<file path="src/rtl/noc_pkg.sv">
// Shared NoC packet definitions: packet width arithmetic, field helpers and
// the delivered-packet counter width.
package noc_pkg;

    localparam int PktCntWidth   = 32;
    localparam int DefDataWidth  = 32;
    localparam int DefAddrWidth  = 3;
    localparam int DefTotalWidth = DefDataWidth + DefAddrWidth;

    function automatic int total_width(input int data_w, input int addr_w);
        return data_w + addr_w;
    endfunction

    function automatic logic [DefAddrWidth-1:0] pkt_dest(input logic [DefTotalWidth-1:0] pkt);
        return pkt[DefTotalWidth-1 -: DefAddrWidth];
    endfunction

    function automatic logic [DefDataWidth-1:0] pkt_payload(input logic [DefTotalWidth-1:0] pkt);
        return pkt[DefDataWidth-1:0];
    endfunction

endpackage

</file>
<file path="src/rtl/rr_arbiter.sv">
// Combinational round-robin arbiter: first requester at or above ptr wins,
// wrapping from N-1 back to 0. Grant is one-hot plus its encoded index.
module rr_arbiter #(
    parameter int N = 4,
    localparam int PtrW = (N > 1) ? $clog2(N) : 1
) (
    input  logic [N-1:0]    req,
    input  logic [PtrW-1:0] ptr,
    input  logic            en,
    output logic [N-1:0]    gnt,
    output logic [PtrW-1:0] gnt_idx
);

    always_comb begin
        int unsigned idx;
        logic        found;
        gnt     = '0;
        gnt_idx = '0;
        found   = 1'b0;
        idx     = 0;
        for (int unsigned i = 0; i < N; i++) begin
            idx = 32'(ptr) + i;
            if (idx >= N) idx = idx - N;
            if (en && !found && req[idx]) begin
                found    = 1'b1;
                gnt[idx] = 1'b1;
                gnt_idx  = PtrW'(idx);
            end
        end
    end

endmodule

</file>
<file path="src/rtl/noc_inject_arb.sv">
// Round-robin injection arbiter sharing one PE injection port among NumSrc
// sources, with per-source quota, single-entry output stage and done flag.
module noc_inject_arb
    import noc_pkg::*;
#(
    parameter int NumSrc    = 4,
    parameter int DataWidth = 32,
    parameter int AddrWidth = 3,
    parameter int PktLimit  = 100,
    localparam int TotalWidth = total_width(DataWidth, AddrWidth)
) (
    input  logic                         clk,
    input  logic                         rst_n,
    input  logic                         i_clear,
    input  logic [NumSrc*TotalWidth-1:0] i_src_data,
    input  logic [NumSrc-1:0]            i_src_valid,
    output logic [NumSrc-1:0]            o_src_ready,
    output logic [TotalWidth-1:0]        o_noc_data,
    output logic                         o_noc_valid,
    input  logic                         i_noc_ready,
    output logic [PktCntWidth-1:0]       o_total_pkts,
    output logic                         o_done
);

    localparam int PtrW = $clog2(NumSrc);
    localparam int CntW = (PktLimit == 0) ? 1 : $clog2(PktLimit + 1);
    localparam logic [CntW-1:0] Limit = CntW'(PktLimit);

    logic [CntW-1:0]        cnt_q [NumSrc];
    logic [CntW-1:0]        cnt_d [NumSrc];
    logic [PtrW-1:0]        ptr_q, ptr_d;
    logic [TotalWidth-1:0]  data_q, data_d;
    logic                   valid_q, valid_d;
    logic [PktCntWidth-1:0] total_q, total_d;
    logic                   done_q, done_d;

    logic [NumSrc-1:0]      elig;
    logic [NumSrc-1:0]      gnt;
    logic [PtrW-1:0]        gnt_idx;
    logic                   load;
    logic                   arb_en;
    logic                   all_met;

    always_comb begin
        elig    = '0;
        all_met = 1'b1;
        for (int unsigned k = 0; k < NumSrc; k++) begin
            elig[k] = i_src_valid[k] && (PktLimit == 0 || cnt_q[k] < Limit);
            if (cnt_q[k] != Limit) all_met = 1'b0;
        end
    end

    assign load   = !valid_q || i_noc_ready;
    // Gating with rst_n keeps o_src_ready low while reset is held.
    assign arb_en = load && rst_n;

    rr_arbiter #(.N(NumSrc)) u_arb (
        .req     (elig),
        .ptr     (ptr_q),
        .en      (arb_en),
        .gnt     (gnt),
        .gnt_idx (gnt_idx)
    );

    always_comb begin
        data_d  = data_q;
        valid_d = valid_q;
        ptr_d   = ptr_q;
        cnt_d   = cnt_q;
        total_d = total_q;
        done_d  = done_q;

        if (|gnt) begin
            data_d  = i_src_data[int'(gnt_idx)*TotalWidth +: TotalWidth];
            valid_d = 1'b1;
            if (PktLimit != 0) cnt_d[gnt_idx] = cnt_q[gnt_idx] + 1'b1;
            ptr_d   = (int'(gnt_idx) == NumSrc - 1) ? '0 : gnt_idx + 1'b1;
        end else if (i_noc_ready) begin
            valid_d = 1'b0;
        end

        if (valid_q && i_noc_ready) total_d = total_q + 1'b1;
        if (PktLimit != 0 && all_met && !valid_q) done_d = 1'b1;

        // Clear overrides bookkeeping only; the packet transfer above still happens.
        if (i_clear) begin
            for (int unsigned k = 0; k < NumSrc; k++) cnt_d[k] = '0;
            ptr_d   = '0;
            total_d = '0;
            done_d  = 1'b0;
        end
    end

    always_ff @(posedge clk or negedge rst_n) begin
        if (!rst_n) begin
            for (int unsigned k = 0; k < NumSrc; k++) cnt_q[k] <= '0;
            ptr_q   <= '0;
            data_q  <= '0;
            valid_q <= 1'b0;
            total_q <= '0;
            done_q  <= 1'b0;
        end else begin
            cnt_q   <= cnt_d;
            ptr_q   <= ptr_d;
            data_q  <= data_d;
            valid_q <= valid_d;
            total_q <= total_d;
            done_q  <= done_d;
        end
    end

    assign o_src_ready  = gnt;
    assign o_noc_data   = data_q;
    assign o_noc_valid  = valid_q;
    assign o_total_pkts = total_q;
    assign o_done       = done_q;

endmodule
</file>
<file path="config.mk">
export PLATFORM = sky130hd
export DESIGN_NAME = noc_inject_arb
export DESIGN_NICKNAME = d
export VERILOG_FILES = /design/src/rtl/noc_pkg.sv /design/src/rtl/rr_arbiter.sv /design/src/rtl/noc_inject_arb.sv
export SDC_FILE = /design/constraint.sdc
export NUM_CORES = 1
export LEC_CHECK = 0
export CAP_MARGIN = 20
export CELL_PAD_IN_SITES_DETAIL_PLACEMENT = 1
export CELL_PAD_IN_SITES_GLOBAL_PLACEMENT = 2
export CORE_ASPECT_RATIO = 0.7
export CORE_UTILIZATION = 25
export DETAILED_ROUTE_END_ITERATION = 7
export PLACE_DENSITY = 0.77
export SYNTH_ARGS = -nofsm -noshare
export SYNTH_HDL_FRONTEND = slang
export SYNTH_SLANG_ARGS = --single-unit
</file>
<file path="constraint.sdc">
create_clock -name clk -period 4.59 [get_ports clk]
set_input_delay 0.918 -clock clk [delete_from_list [all_inputs] [get_ports clk]]
set_output_delay 0.918 -clock clk [all_outputs]
set_load 0.005 [all_outputs]
</file>
==> reports/results.ini <==
[status]
status = finished, final reports clean

[cells_and_area]
area_growth_pct = 46.55
num-fill-cells = 2980
layout_commonest_cell = nand2_1
ff_latch_area_um2 = 2477
multi_input_area_um2 = 3716
final_area_um2 = 9410
utilization_pct = 37.76
nets = 1210
n_antenna_cell = 0
layout-drive-gt1-share_pct = 7.867
layout_common_cells = 253 x nand2_1, 218 x clkdlybuf4s50_1, 99 x dfrtp_1

[sta]
max_slew_margin_pct = 39.70
rsz0062_at_grt = no
fmax_mhz = 226.3
period_share_pct = 96.27
finClkSkew_ns = 0.01155
setup_violations = 0
hold_viol = 0
setup_tns_ns = 0
worst_pin_slew_ns = 0.9045
setup_slack_ns = 0.1714
min_period_ns = 4.419
drv_slew = 0

[worst_setup_path]
worst_setup_path_end_kind = output port
worst_setup_path_start_kind = input port
crit_fanout = 4
cp.required_ns = 3.67
worst_ep_arrival_time_ns = 3.50
path_class = in -> out
rr_worst_depth = 13

[hold_path]
min_path_type = reg -> reg
holdPathStages = 2

[yosys]
avgSynthCellArea_um2 = 7.681
syn_inst = 836
netlist.area_leader.share_pct = 38.58
synthArstFlopShare_pct = 100.0
synth_edf_count = 0
yosysWarnings = 0
ys_ff_latch = 99
synth_ff_type = dfrtp_1
yosys.area.top_type = dfrtp_1
ys_seq_area_share_pct = 38.58
mappedNetlistArea_um2 = 6421
yosys-top-cells-area = dfrtp_1 39%, nand2_1 15%, o21ai_0 6.8%
synth_cell_type_count = 54
syn_nets = 996

[clocking]
cts_setup_buffers = 0
clkLatencyLatePin_ns = 0.36
cts_buffers = 9
post_cts_resized = 0
clk_path_buf_depth = 2
clkSinkCount = 99
tritoncts = yes
holdBufCountCts = 0
path_clk_slew_ns = 0.07
htree_levels = 3
clockRootBuffer = clkbuf_16

[place]
gp_congestion = 0.8275
numPortBuffers = 220
dp_hpwl_mm = 18.05
placed_area_um2 = 9089
preCtsSetupSlack_ns = -0.04046

[floorplanning]
die_h_um = 136.1
die_area_um2 = 26340
core-area_um2 = 24920
rows = 48
start_util_pct = 25.76
die_w_um = 193.6
ios = 221

[pwr]
cellPowerDensity_nw_per_um2 = 519.0
p_total_mw = 4.884
peakVddDrop_v = 0.0003561
leakage_nw = 3.911

[routing]
antenna_left = 0
drt_iter0_markers = 279
dr.pass1.iters = 4
remaining_drc_errors = 0
viasPerCell = 4.855
vias = 6700
wl_per_cell_um = 17.32
routed_wl_mm = 23.90

[grt]
met2_usage_pct = 25.79
grt_max_degree = 71
grt_util_met3_pct = 4.540
grt_usage_pct = 18.28
grt_pass1_vias = 6500
grt_first_pass_wirelength_mm = 37.85
busiest_layer = met1
antenna_found_initial = 0
overflow = 0
met1_usage_pct = 27.59

[run]
drv_cap = 0

[kinds of logic (layout without fill, tap and decap cells)]
logic type      after synthesis  in the layout  synth area share [%]
compound gates              172            172                 17.95
simple gates                456            456                 31.82
xor+xnor                     28             28                 3.819
mux                           6              6                 1.539
buf+inv                      63            282                 3.956
flops                        99             99                 38.58
fa+ha+maj                    12             12                 2.338
[path summary, 6_finish.rpt]
check	slack, ns	startpoint	end
worst max-delay path	0.17	i_src_valid[2]	o_src_ready[0]
worst min-delay path	0.48	o_noc_data[9]	o_noc_data[9]
worst max register to register	0.48	cnt_q[24]	cnt_q[9]
worst min register to register	0.48	o_noc_data[9]	o_noc_data[9]
max in group asynchronous	2.68	rst_n	o_noc_data[34]
min in group asynchronous	0.63	rst_n	o_total_pkts[21]
[worst max-delay path, cell delays in order]
cell             delay [ns]
clkdlybuf4s50_1        0.49
o21ai_0                0.15
mux4_2                 0.51
or3_1                  0.34
nor4_2                 0.22
buf_4                  0.19
a221oi_1               0.10
inv_1                  0.08
clkdlybuf4s50_1        0.50
[state kept, by name (all words and copies together) (netlist names)]
name,cells
cnt_q,28
o_done,1
o_noc_data,35
o_total_pkts,32
ptr_q,2
o_noc_valid,1
[metal layers]
metal / routed length (µm) / up-vias / share of wire, %
met4: 227 / 0 / 0.95
met1: 12330 / 3221 / 52
met3: 1432 / 15 / 6.0
li1: - / 3304 / -
met2: 9910 / 160 / 41
met5: 0 / - / 0
[layout make-up]
type                       instances  share of cell area, %
clock buffer                      11                  2.579
inverter                          12                 0.4787
timing repair buffer             254                  26.17
tap                              325                  4.321
clock inverter                     5                 0.6382
sequential                        99                  26.33
multi-input combinational        674                  39.49
[cell usage after synthesis (all sizes together), types with 3 or more instances]
cell / instances
nand2: 255
dfrtp: 99
o21ai: 87
nor2: 58
nand3: 57
clkbuf: 35
a211oi: 30
xor2: 21
a21oi: 17
buf: 16
nand4: 15
and2: 13
ha: 12
nor3: 12
and3: 11
inv: 11
or3: 8
o21bai: 7
xnor2: 7
a311oi: 6
and4: 6
nand2b: 6
nor2b: 5
nor4: 5
a221oi: 4
o22ai: 4
mux4: 3
[report_power, final]
| group | leakage (nW) | switching [mW] | internal, mW |
|---|---|---|---|
| Combinational | 2.45 | 1.66 | 1.15 |
| Sequential | 1.32 | 0.166 | 1.11 |
| Clock | 0.146 | 0.354 | 0.440 |
| Total | 3.91 | 2.18 | 2.70 |
[per-stage QoR]
stage | hold WS [ns] | cells
detailed placement | 0.4698 | 1364
finish | 0.4787 | 1380
global placement | 0.4596 | 1364
floorplan | 0.4733 | 836
CTS | 0.4856 | 1380
global route | 0.5085 | 1380
(Power assumes the default switching activity.)
